<file path="src/rtl/health_manager_if.sv">
// Player-state / health bundle between the game controller side and the
// health manager. The controller side (master) drives the round state,
// the player states and the positions. The health manager (slave) returns
// the healths and the per-player event flags.
interface health_manager_if;
   logic [2:0] game_state;
   logic [2:0] player1_state;
   logic [2:0] player2_state;
   logic [9:0] player1_x;
   logic [9:0] player2_x;
   logic [2:0] player1_health;
   logic [2:0] player2_health;
   logic       p1_hit;
   logic       p2_hit;
   logic       p1_blocked;
   logic       p2_blocked;
   logic       p1_invuln;
   logic       p2_invuln;

   modport master (
      output game_state, player1_state, player2_state, player1_x, player2_x,
      input  player1_health, player2_health, p1_hit, p2_hit,
             p1_blocked, p2_blocked, p1_invuln, p2_invuln
   );

   modport slave (
      input  game_state, player1_state, player2_state, player1_x, player2_x,
      output player1_health, player2_health, p1_hit, p2_hit,
             p1_blocked, p2_blocked, p1_invuln, p2_invuln
   );
endinterface

</file>
<file path="src/rtl/health_manager.sv">
// Per-frame hit resolution for a two-player fighting round.
// A strike resolves when the attacker is ATK_ACTIVE, its latch is clear,
// the players are in contact, and the defender is vulnerable and still alive.
// A blocking defender only produces a blocked pulse. Any other defender loses
// one point and becomes immune for INVULN_FRAMES frames. IDLE and COUNTDOWN
// reload the round. Game states 3..7 freeze health while the immunity
// timers run down.
module health_manager #(
   parameter logic [2:0] MAX_HEALTH    = 3'd5,
   parameter logic [9:0] RANGE         = 10'd40,
   parameter logic [5:0] INVULN_FRAMES = 6'd30
) (
   input  logic             clk,
   input  logic             reset,
   health_manager_if.slave  hm
);

   localparam logic [2:0] GS_COUNTDOWN  = 3'd1;
   localparam logic [2:0] GS_FIGHT      = 3'd2;
   localparam logic [2:0] ST_ATK_ACTIVE = 3'd4;
   localparam logic [2:0] ST_BLOCK      = 3'd6;

   // Absolute horizontal distance. Taking the larger minus the smaller
   // keeps the result in range, so it never wraps.
   function automatic logic [9:0] abs_dist(input logic [9:0] a, input logic [9:0] b);
      logic [9:0] d;
      if (a >= b) begin
         d = a - b;
      end else begin
         d = b - a;
      end
      return d;
   endfunction

   // Frame counter decrement that stops at zero.
   function automatic logic [5:0] dec_sat6(input logic [5:0] v);
      logic [5:0] r;
      if (v != 6'd0) begin
         r = v - 6'd1;
      end else begin
         r = 6'd0;
      end
      return r;
   endfunction

   // Health decrement that stops at zero.
   function automatic logic [2:0] dec_sat3(input logic [2:0] v);
      logic [2:0] r;
      if (v != 3'd0) begin
         r = v - 3'd1;
      end else begin
         r = 3'd0;
      end
      return r;
   endfunction

   logic [2:0] p1_health_r, p2_health_r;
   logic [5:0] p1_cnt_r,    p2_cnt_r;
   logic       p1_latch_r,  p2_latch_r;
   logic       p1_hit_r,    p2_hit_r;
   logic       p1_blk_r,    p2_blk_r;

   logic [2:0] p1_health_s, p2_health_s;
   logic [5:0] p1_cnt_s,    p2_cnt_s;
   logic       p1_latch_s,  p2_latch_s;
   logic       p1_hit_s,    p2_hit_s;
   logic       p1_blk_s,    p2_blk_s;

   logic       reload_s;
   logic       fight_s;
   logic       contact_s;
   logic       p1_strike_s;   // P1 lands or is blocked on P2 this frame
   logic       p2_strike_s;   // P2 lands or is blocked on P1 this frame

   assign reload_s  = (hm.game_state <= GS_COUNTDOWN);
   assign fight_s   = (hm.game_state == GS_FIGHT);
   assign contact_s = (abs_dist(hm.player1_x, hm.player2_x) <= RANGE);

   assign p1_strike_s = fight_s && (hm.player1_state == ST_ATK_ACTIVE) && !p1_latch_r &&
                        contact_s && (p2_cnt_r == 6'd0) && (p2_health_r != 3'd0);
   assign p2_strike_s = fight_s && (hm.player2_state == ST_ATK_ACTIVE) && !p2_latch_r &&
                        contact_s && (p1_cnt_r == 6'd0) && (p1_health_r != 3'd0);

   // Next-state for health, immunity timers, attack latches and event pulses.
   always_comb begin
      p1_health_s = p1_health_r;
      p2_health_s = p2_health_r;
      p1_cnt_s    = p1_cnt_r;
      p2_cnt_s    = p2_cnt_r;
      p1_latch_s  = p1_latch_r;
      p2_latch_s  = p2_latch_r;
      p1_hit_s    = 1'b0;
      p2_hit_s    = 1'b0;
      p1_blk_s    = 1'b0;
      p2_blk_s    = 1'b0;
      if (reload_s) begin
         // Reload beats any strike resolved on the same frame.
         p1_health_s = MAX_HEALTH;
         p2_health_s = MAX_HEALTH;
         p1_cnt_s    = 6'd0;
         p2_cnt_s    = 6'd0;
         p1_latch_s  = 1'b0;
         p2_latch_s  = 1'b0;
      end else begin
         // Strikes only happen in FIGHT. Outside FIGHT both strike terms
         // are zero, so this branch just runs the timers down.
         p2_hit_s = p1_strike_s && (hm.player2_state != ST_BLOCK);
         p2_blk_s = p1_strike_s && (hm.player2_state == ST_BLOCK);
         p1_hit_s = p2_strike_s && (hm.player1_state != ST_BLOCK);
         p1_blk_s = p2_strike_s && (hm.player1_state == ST_BLOCK);

         if (p1_hit_s) begin
            p1_health_s = dec_sat3(p1_health_r);
            p1_cnt_s    = INVULN_FRAMES;
         end else begin
            p1_cnt_s    = dec_sat6(p1_cnt_r);
         end
         if (p2_hit_s) begin
            p2_health_s = dec_sat3(p2_health_r);
            p2_cnt_s    = INVULN_FRAMES;
         end else begin
            p2_cnt_s    = dec_sat6(p2_cnt_r);
         end

         // A latch lives only for one ATK_ACTIVE run of its attacker.
         if (hm.player1_state == ST_ATK_ACTIVE) begin
            p1_latch_s = p1_latch_r | p1_strike_s;
         end else begin
            p1_latch_s = 1'b0;
         end
         if (hm.player2_state == ST_ATK_ACTIVE) begin
            p2_latch_s = p2_latch_r | p2_strike_s;
         end else begin
            p2_latch_s = 1'b0;
         end
      end
   end

   // Frame-edge state update. Reset overrides everything.
   always_ff @(posedge clk) begin
      if (reset) begin
         p1_health_r <= MAX_HEALTH;
         p2_health_r <= MAX_HEALTH;
         p1_cnt_r    <= 6'd0;
         p2_cnt_r    <= 6'd0;
         p1_latch_r  <= 1'b0;
         p2_latch_r  <= 1'b0;
         p1_hit_r    <= 1'b0;
         p2_hit_r    <= 1'b0;
         p1_blk_r    <= 1'b0;
         p2_blk_r    <= 1'b0;
      end else begin
         p1_health_r <= p1_health_s;
         p2_health_r <= p2_health_s;
         p1_cnt_r    <= p1_cnt_s;
         p2_cnt_r    <= p2_cnt_s;
         p1_latch_r  <= p1_latch_s;
         p2_latch_r  <= p2_latch_s;
         p1_hit_r    <= p1_hit_s;
         p2_hit_r    <= p2_hit_s;
         p1_blk_r    <= p1_blk_s;
         p2_blk_r    <= p2_blk_s;
      end
   end

   assign hm.player1_health = p1_health_r;
   assign hm.player2_health = p2_health_r;
   assign hm.p1_hit         = p1_hit_r;
   assign hm.p2_hit         = p2_hit_r;
   assign hm.p1_blocked     = p1_blk_r;
   assign hm.p2_blocked     = p2_blk_r;
   assign hm.p1_invuln      = (p1_cnt_r != 6'd0);
   assign hm.p2_invuln      = (p2_cnt_r != 6'd0);

endmodule

</file>
<file path="src/flat_wrapper.sv">
// flat-port wrapper written by rule: the top's interface ports become plain ports
module health_manager_flat 
#(
   parameter logic [2:0] MAX_HEALTH    = 3'd5,
   parameter logic [9:0] RANGE         = 10'd40,
   parameter logic [5:0] INVULN_FRAMES = 6'd30
)
  (clk, reset, hm_game_state, hm_player1_state, hm_player2_state, hm_player1_x, hm_player2_x, hm_player1_health, hm_player2_health, hm_p1_hit, hm_p2_hit, hm_p1_blocked, hm_p2_blocked, hm_p1_invuln, hm_p2_invuln);
  health_manager_if hm_i ();
  input  logic clk;
  input  logic reset;
  input wire logic [$bits(hm_i.game_state)-1:0] hm_game_state;
  input wire logic [$bits(hm_i.player1_state)-1:0] hm_player1_state;
  input wire logic [$bits(hm_i.player2_state)-1:0] hm_player2_state;
  input wire logic [$bits(hm_i.player1_x)-1:0] hm_player1_x;
  input wire logic [$bits(hm_i.player2_x)-1:0] hm_player2_x;
  output wire logic [$bits(hm_i.player1_health)-1:0] hm_player1_health;
  output wire logic [$bits(hm_i.player2_health)-1:0] hm_player2_health;
  output wire logic [$bits(hm_i.p1_hit)-1:0] hm_p1_hit;
  output wire logic [$bits(hm_i.p2_hit)-1:0] hm_p2_hit;
  output wire logic [$bits(hm_i.p1_blocked)-1:0] hm_p1_blocked;
  output wire logic [$bits(hm_i.p2_blocked)-1:0] hm_p2_blocked;
  output wire logic [$bits(hm_i.p1_invuln)-1:0] hm_p1_invuln;
  output wire logic [$bits(hm_i.p2_invuln)-1:0] hm_p2_invuln;
  assign hm_i.game_state = hm_game_state;
  assign hm_i.player1_state = hm_player1_state;
  assign hm_i.player2_state = hm_player2_state;
  assign hm_i.player1_x = hm_player1_x;
  assign hm_i.player2_x = hm_player2_x;
  assign hm_player1_health = hm_i.player1_health;
  assign hm_player2_health = hm_i.player2_health;
  assign hm_p1_hit = hm_i.p1_hit;
  assign hm_p2_hit = hm_i.p2_hit;
  assign hm_p1_blocked = hm_i.p1_blocked;
  assign hm_p2_blocked = hm_i.p2_blocked;
  assign hm_p1_invuln = hm_i.p1_invuln;
  assign hm_p2_invuln = hm_i.p2_invuln;
  health_manager #(.MAX_HEALTH(MAX_HEALTH), .RANGE(RANGE), .INVULN_FRAMES(INVULN_FRAMES)) u_core (.clk(clk), .reset(reset), .hm(hm_i));
endmodule
</file>
<file path="config.mk">
export PLATFORM = sky130hd
export DESIGN_NAME = health_manager_flat
export DESIGN_NICKNAME = d
export VERILOG_FILES = /design/src/rtl/health_manager_if.sv /design/src/rtl/health_manager.sv /design/src/flat_wrapper.sv
export SDC_FILE = /design/constraint.sdc
export NUM_CORES = 1
export LEC_CHECK = 0
export CORE_MARGIN = 2
export CORE_UTILIZATION = 45
export DETAILED_ROUTE_END_ITERATION = 8
export PLACE_DENSITY_LB_ADDON = 0.05
export SLEW_MARGIN = 40
export SYNTH_ARGS = -nofsm -noshare
export SYNTH_HDL_FRONTEND = slang
export SYNTH_SLANG_ARGS = --single-unit
</file>
<file path="constraint.sdc">
create_clock -name clk -period 2.95 [get_ports clk]
set_input_delay 0.59 -clock clk [delete_from_list [all_inputs] [get_ports clk]]
set_output_delay 0.59 -clock clk [all_outputs]
set_load 0.03 [all_outputs]
</file>
# Word-level counts from Yosys, hierarchy flattened
# Cells that the tools add are included.
# word_totals
register_bits	24
inputBits	31
out_inout_bits	12
# op_classes
n_addsub	6
magnitude_cmp	3
eq_ne	7
mux	7
bitwise	6
reduce_logical	27
# ops
op	n
two-way mux 5 bit	4
subtractor 10 bit	2
logical AND 1 bit	14
equality test 3 bit (second input constant)	4
logical NOT 6 bit	2
nonzero test 6 bit	2
subtractor 6 x 1 -> 6 bit (second input constant)	2
greater-or-equal comparator 10 bit	1
less-or-equal comparator 10 x 6 -> 1 bit (second input constant)	1
two-way mux 10 bit	1
OR reduction 4 bit	2
two-way mux 3 bit	2
inequality test 3 bit (second input constant)	2
nonzero test 3 bit	2
OR reduction 3 bit	2
subtractor 3 x 1 -> 3 bit (second input constant)	2
inverter 1 bit	4
equality test 3 x 2 -> 1 bit (second input constant)	1
less-or-equal comparator 3 x 1 -> 1 bit (second input constant)	1
logical NOT 1 bit	2
OR 1 bit	2
OR reduction 2 bit	1

# Longest topological paths before layout
# Gate-level depths: netlist of run 1.
# depth
depth_word	8
ltp_mapped	12

# Worst setup path after synthesis of run 1
# No wires, ideal clock.
# synth_path
path_type	input -> register
from	input port hm_player2_x[4]
to	register u_core.p2_health_r[2] (netlist: u_core.hm.player2_health[2])
t_arrival_ps	2755
required_ps	2878
path_slack_ps	123
cell_stages	11
path_buffers	1
path_cell_list	inv_1 ha_1 buf_6 nand2_2 a211o_2 a21oi_1 a21o_1 xor2_1 or4_4 a211oi_2 mux2i_1
# synth_via
elab_chain_len	7
word_cells_on_any_way	9
classes_between	add/sub (2); order compare (2); mux (1); reduce/logical (4)
# synth_rtl
element	line_no	source
start: declaration	flat_wrapper.sv:16	input wire logic [$bits(hm_i.player2_x)-1:0] hm_player2_x;
subtractor 10 bit (tied with other cells)	health_manager.sv:30	d = b - a;
two-way mux 10 bit *	health_manager.sv:27	if (a >= b) begin
less-or-equal comparator 10 x 6 -> 1 bit *	health_manager.sv:77	assign contact_s = (abs_dist(hm.player1_x, hm.player2_x) <= RANGE);
logical AND 1 bit *	health_manager.sv:79	assign p1_strike_s = fight_s && (hm.player1_state == ST_ATK_ACTIVE) && !p1_latch_r &&
logical AND 1 bit * (2 in a row)	health_manager.sv:80	contact_s && (p2_cnt_r == 6'd0) && (p2_health_r != 3'd0);
logical AND 1 bit *	health_manager.sv:107	p2_hit_s = p1_strike_s && (hm.player2_state != ST_BLOCK);
end signal: assignment	health_manager.sv:154	p2_health_r <= p2_health_s;
end: declaration	health_manager.sv:57	logic [2:0] p1_health_r, p2_health_r;
# Every way passes the cells marked *; elsewhere a longest branch is shown, timed or not.
# A chain may end at the register's enable or synchronous reset.

# Worst setup path after layout of run 1
# layout_path
from	input port hm_player2_x[1]
to	register u_core.p2_health_r[2] (netlist: u_core.hm.player2_health[2])
# Same word-level chain as after synthesis.

==> results of run 1 <==
[metal layers]
layer	global-route usage [%]	up-vias
li1	-	1115
met2	36.09	53
met5	0	-
met4	3.571	0
met1	26.72	994
met3	3.481	5
[flip-flops by register name, indices dropped and copies added (netlist names), 3 cells and up]
register	count
u_core.p2_cnt_r	6
u_core.hm.player1_health	3
u_core.hm.player2_health	3
u_core.p1_cnt_r	6
[layout make-up]
class | instances | share of cell area, %
Sequential cell | 24 | 13.89
Clock buffer | 4 | 1.592
Inverter | 32 | 3.473
Timing Repair Buffer | 91 | 23.08
Multi-Input combinational cell | 208 | 55.54
Tap cell | 67 | 2.424
[logic make-up (layout without fill, tap and decap cells)]
| logic type | after synthesis | in the layout |
|---|---|---|
| flip-flops | 24 | 24 |
| AND/OR/NAND/NOR | 100 | 100 |
| buffers and inverters | 41 | 127 |
| adder cells (fa/ha/maj) | 25 | 25 |
| XOR/XNOR | 17 | 17 |
| AO/OA/AOI/OAI | 61 | 61 |
| multiplexers | 5 | 5 |
[path summary, 6_finish.rpt]
| check | endpoint | from | slack, ns | cells past startpoint |
|---|---|---|---|---|
| setup reg to reg | u_core.hm.player1_health[0] | u_core.p1_cnt_r[0] | 0.57 | 9 |
| hold / removal | u_core.p2_cnt_r[0] | u_core.p2_cnt_r[0] | 0.44 | 1 |
| setup / recovery | u_core.hm.player2_health[2] | hm_player2_x[1] | 0.13 | 11 |
| hold reg to reg | u_core.p2_cnt_r[0] | u_core.p2_cnt_r[0] | 0.44 | 1 |
[through the flow]
| stage | worst slack, ns | power, uW |
|---|---|---|
| after CTS | -0.02309 | 1419 |
| after detailed placement | -0.5390 | 1121 |
| after floorplan | 0.1229 | 911.3 |
| after global routing | -0.0004734 | 1554 |
| final | 0.1304 | 1455 |
| after global placement | -0.5065 | 1114 |
[synth_stat cells (3+ instances only)]
cell type,count
nand3_1,3
dfxtp_1,24
nand2_1,24
o22ai_1,6
or2_2,5
o211ai_1,5
a211oi_2,3
xor2_1,9
a21oi_1,13
ha_1,25
inv_1,32
or3_1,3
o21ai_0,8
nand2b_1,7
xnor2_1,8
buf_6,4
o21bai_1,3
nor2_1,23
nor3_1,4
mux2i_1,5
[timing repair]
item / in CTS / in global routing
gates resized for setup: 53 / 50
endpoints found under the setup margin: 20 / 20
pin swaps: 10 / 18
buffers inserted: 0 / 8
hold buffers: 0 / 0
[worst max-delay path, delay by kind of cell]
kind | cells | cell delay (ns)
AO/OA/AOI/OAI | 3 | 0.86
adder cells (fa/ha/maj) | 1 | 0.31
buffers and inverters | 2 | 0.14
multiplexers | 2 | 0.42
AND/OR/NAND/NOR | 3 | 0.70
[power by group through the flow]
stage | clock network (uW) | logic [uW] | registers, uW
after floorplan | 0 | 502 | 409
after global placement | 0 | 699 | 415
after detailed placement | 0 | 706 | 415
after CTS | 232 | 779 | 408
after global routing | 241 | 900 | 413
final | 224 | 823 | 408
==> out/summary.txt, run 1 <==
EDFF count, synth: 0
TritonCTS clock tree: built
Cell row count: 25
Design area: 0.003458 sq mm
Area Overhead vs Synth: 53.81%
Post-synthesis compound-gate area fraction: 20.14%
CP Class: primary input to register
Sw power: 565.2 uW
Synth area leaders: dfxtp_1 (21%), ha_1 (14%), inv_1 (5.3%)
Flop pwr share: 28.1%
Worst Path Arrival: 3.03 ns
Largest stage delay on the critical path: 0.53 ns
Skew final: 0.003414 ns
Setup TNS: 0 ns
Adder-cell share of the synthesized area: 13.91%
Status: finished clean
Die X: 74.69 um
Clk_lat worst skew: 0.27 ns
Yosys top cell area share: 21.37%
Comb pwr share: 56.5%
Most used cell, CP: mux2i_1
Largest net degree at the start of global routing: 14
GRT overflow: 0
CTS Buf Count: 3
Area leader, netlist: dfxtp_1
Synthesized Nets: 329
Async set-reset flop share out of synthesis: 0%
Syn Area/Cell: 8.236 sq um
Vias post-DR: 2,167
Simple-gate area share of the yosys netlist: 26.60%
Synthesized area: 0.002248 sq mm
Root buffer cell: clkbuf_8
Synth warnings: 0
First-pass GRT wire length: 8.894 mm
Data required time at the worst endpoint: 3.16 ns
RD Place Congestion: 0.8353
Core area: 0.004786 sq mm
Max-slew violations: 0
Avg WL per Cell: 12.98 um
Met2 WL post-DR: 2.718 mm
Power per cell area: 420.7 mW/mm^2
H-tree Lvls: 1
Netlist cell types: 61
Post-layout nets: 416
Hold WS: 0.4440 ns
Most common cell after layout, fill and taps aside: buf_4
Port Buffer Count: 42
Vias per cell: 5.087
Top Ports: 43
Fin crit share: 95.58%
XOR/XNOR share of the synthesized area: 6.622%
Final ANT Viol Nets: 0
Main synth FF type: dfxtp_1
Initial core utilization: 46.98%
Tot GR Track Use: 20.49%
Multi-input logic area: 0.001921 sq mm
Max Used Layer: met4
Initial antenna violation count: 0
Clk slew on worst S/H paths: 0.08 ns
Max-cap violation count: 0
DR iter-0 viols: 45
FF+latch count, synth: 24
Crit path cell chain: clkbuf_2 > inv_2 > ha_4 > nand2b_4 > a211o_4 > a21oi_4 > mux2i_1 > nand2_2 > or4_4 > a211oi_4 > mux2i_1
Slowest-stage cell, CP: or4_4
Setup crit start kind: primary input
Pint: 889.7 uW
Syn Inst Count: 273
DRT Wirelength: 5.531 mm
Fmax: 0.3547 GHz
Largest family of logic cells by synthesized area: simple AND/OR/NAND/NOR gates
Sequential area share after synthesis: 21.37%
DP Wirelength: 3.945 mm
Dpl cell area: 0.002975 sq mm
Final Hold Fails: 0
Layout cells sized above 1: 37.88%
CP Capture Type: register
Placed Instances: 414
Leak: 0.001589 uW
FILL cells: 372
Clock share of power: 15.4%
Diodes inserted: 0
VDD IR max: 582.1 uV
Hold Crit Class: register to register
Switching share of total power: 38.85%
Crit Path Max Fanout: 5
# setup viols final: 0
Worst-Margin Slew: 0.4630 ns
Non-filler cells, final: 426
Vias in the first global route: 1,941
Mux cell area share after synthesis: 2.226%
Register Area: 480.5 sq um
CTS max path bufs: 2
Relative slew slack: 68.90%
Die area: 0.005578 sq mm
Highest-count cells in the layout ignoring fill and taps: buf_4 (44), inv_1 (24), dfxtp_1 (24), clkdlybuf4s50_1 (22), nand2_1 (21)
Die Y: 74.69 um
Clock Sink Count: 24
TritonRoute pass-1 iters: 5
Routed wl met3: 251 um
Final min period: 2.820 ns
Met1 wire length: 2.523 mm
Final Util: 72.26%
DRC Markers: 0
Note: power is estimated with default switching activity, not from simulation.
==> run 2: changes to the inputs <==
Settings changed: PLACE_DENSITY set to 0.73, PLACE_DENSITY_LB_ADDON 0.05 to not set.
==> run 2 against run 1 <==
Effect of this change: via count increased by 1.6%; sequential cell count unchanged; final area decreased by 3.6%; total power increased by 2.1%; worst hold slack got worse by 0.0050 ns; fmax decreased by 2.1%; critical path type unchanged; largest cell class unchanged; largest power group unchanged.
==> out/summary.txt, run 2 (synthesized netlist as in run 1, its figures left out) <==
Fin crit share: 97.62% (+2.0 points)
Largest regs: u_core.p1_cnt_r x6, u_core.p2_cnt_r x6
First-pass GRT wire length: 8.956 mm (+0.70%)
Initial antenna violation count: 0 (unchanged)
Die X: 74.69 um (unchanged)
Setup crit start kind: primary input
GRT overflow: 0 (unchanged)
Vias post-DR: 2,202 (+1.6%)
Skew final: 0.004323 ns (+0.0009087 ns)
WHS Path Cells: 1 (unchanged)
Largest net degree at the start of global routing: 15 (+1)
Worst hold endpoint: u_core.p1_cnt_r[0]
Fmax: 0.3472 GHz (-2.1%)
Met1 wire length: 2.523 mm (unchanged)
# setup viols final: 0 (unchanged)
Die Y: 74.69 um (unchanged)
Clock Sink Count: 24 (unchanged)
Die area: 0.005578 sq mm (unchanged)
Avg WL per Cell: 12.95 um (-0.25%)
RD Place Congestion: 0.8520 (+2.0%)
Hold Crit Class: register to register
Core area: 0.004786 sq mm (unchanged)
Tot GR Track Use: 20.08% (-0.42 points)
CTS Buf Count: 3 (unchanged)
Crit Path Max Fanout: 5 (unchanged)
DRC Markers: 0 (unchanged)
Leak: 0.001490 uW (-6.2%)
Port Buffer Count: 42 (unchanged)
Final ANT Viol Nets: 0 (unchanged)
Routed wl met3: 192 um (-24%)
Non-filler cells, final: 425 (-0.23%)
Worst reg-to-reg setup slack: 0.57 ns (about the same)
Cell row count: 25 (unchanged)
Layout cells sized above 1: 32.68% (-5.2 points)
Root buffer cell: clkbuf_8
DR iter-0 viols: 84 (+87%)
Data required time at the worst endpoint: 3.12 ns (-0.04 ns)
R2R Path Start: u_core.p1_cnt_r[0]
Area Overhead vs Synth: 48.25%
Setup ws final: 0.07021 ns (-0.06020 ns)
Worst-Margin Slew: 0.4493 ns (-0.01372 ns)
DP Wirelength: 4.082 mm (+3.5%)
CTS max path bufs: 2 (unchanged)
Max-cap violation count: 0 (unchanged)
RR Endpoint: u_core.hm.player1_health[0]
Vias in the first global route: 2,097 (+8.0%)
Clk_lat worst skew: 0.27 ns (about the same)
Most common cell after layout, fill and taps aside: buf_4
Met2 WL post-DR: 2.721 mm (+0.11%)
Setup crit start: hm_player2_x[1]
Power consumption: 1485 uW (+2.1%)
Placed Instances: 417 (+0.72%)
Final min period: 2.880 ns (+0.06020 ns)
Clk slew on worst S/H paths: 0.09 ns (about the same)
Relative slew slack: 69.98% (+1.1 points)
Final Hold Fails: 0 (unchanged)
CTS hold repair buffers: 0 (unchanged)
Power per cell area: 445.6 mW/mm^2 (+5.9%)
Top Ports: 43 (unchanged)
VDD IR max: 271.5 uV (-53%)
Max-slew violations: 0 (unchanged)
CP Class: primary input to register
TritonRoute pass-1 iters: 6 (+1)
Post-layout nets: 415 (-0.24%)
Diodes inserted: 0 (unchanged)
Hold WS: 0.4390 ns (-0.005035 ns)
Highest-count cells in the layout ignoring fill and taps: buf_4 (46), inv_1 (24), dfxtp_1 (24), nand2_1 (23), clkdlybuf4s50_1 (23)
Cells on worst reg2reg path: 9 (unchanged)
TritonCTS clock tree: built
H-tree Lvls: 1 (unchanged)
Worst slack, placed: -0.5334 ns (+0.005573 ns)
Status: finished clean
DRT Wirelength: 5.504 mm (-0.49%)
Hold Crit Start: u_core.p1_cnt_r[0]
CP Capture Type: register
Worst Path Arrival: 3.05 ns (+0.02 ns)
Max Used Layer: met4
Vias per cell: 5.181 (+1.9%)
Initial core utilization: 46.98% (unchanged)
-- run 2: cell types whose count changed in the layout (fill, tap and decap cells not counted), sizes merged --
cell / previous run / this run
clkbuf: 12 / 3
dlymetal6s2s: 11 / 0
clkdlybuf4s50: 22 / 23
buf: 49 / 48
dlygate4sd2: 0 / 18
bufinv: 0 / 1
-- run 2: timing repair --
action                                  in CTS  in global routing
gates resized for setup                     54                 11
pin swaps                                   20                 12
buffers inserted                             3                  1
endpoints found under the setup margin      20                 12
-- run 2: worst max-delay path by stage --
| stage | endpoint | slack, ns | cells after the start |
|---|---|---|---|
| final | u_core.hm.player1_health[0] | 0.07 | 11 |
| after CTS | u_core.hm.player1_health[0] | 0.002 | 11 |
| after detailed placement | u_core.hm.player2_health[2] | -0.53 | 11 |
| after floorplan | u_core.hm.player2_health[2] | 0.12 | 11 |
| after global placement | u_core.hm.player2_health[2] | -0.49 | 11 |
| after global routing | u_core.p2_latch_r | -0.01 | 14 |
-- run 2: through the flow --
stage                     TNS [ns]  util, %  cell area (sq um)
after detailed placement    -8.708    62.64               2998
after global routing      -0.02224    69.65               3333
after CTS                        0    68.55               3281
after global placement      -8.089    62.64               2998
after floorplan                  0        -               2248
final                            0    69.65               3333
-- run 2: where the power goes --
part	internal [uW]	total, uW	switching (uW)
Sequential	374	408	34.5
Combinational	376	788	412
Clock	181	289	107
-- run 2: critical path: stages --
cell           delay [ns]
dlygate4sd2_1        0.25
buf_4                0.13
ha_2                 0.19
nand2b_4             0.15
xor2_1               0.14
o211a_1              0.22
or4_4                0.49
a211oi_4             0.25
and3_4               0.27
o21ai_2              0.07
a211o_1              0.29
-- run 2: cell type report --
class	instances	area [sq um]
clock buffers	3	41.29
clock inverters	1	30.03
fillers	385	1453
inverters	32	120.1
multi-input cells	208	1812
flip-flops and latches	24	480.5
well taps	67	83.83
repair buffers	90	765.7
-- run 2: per-layer routing --
metal | vias up | global-route usage [%]
met1 | 1031 | 24.73
met5 | - | 0
met2 | 45 | 36.68
met4 | 0 | 6.349
li1 | 1119 | -
met3 | 7 | 2.008
==> run 3: changes to the inputs <==
Settings changed: CTS_CLUSTER_DIAMETER set to 120.
==> results of run 3 <==
Same layout as run 2: the final DEF is identical, and so are final timing and power.
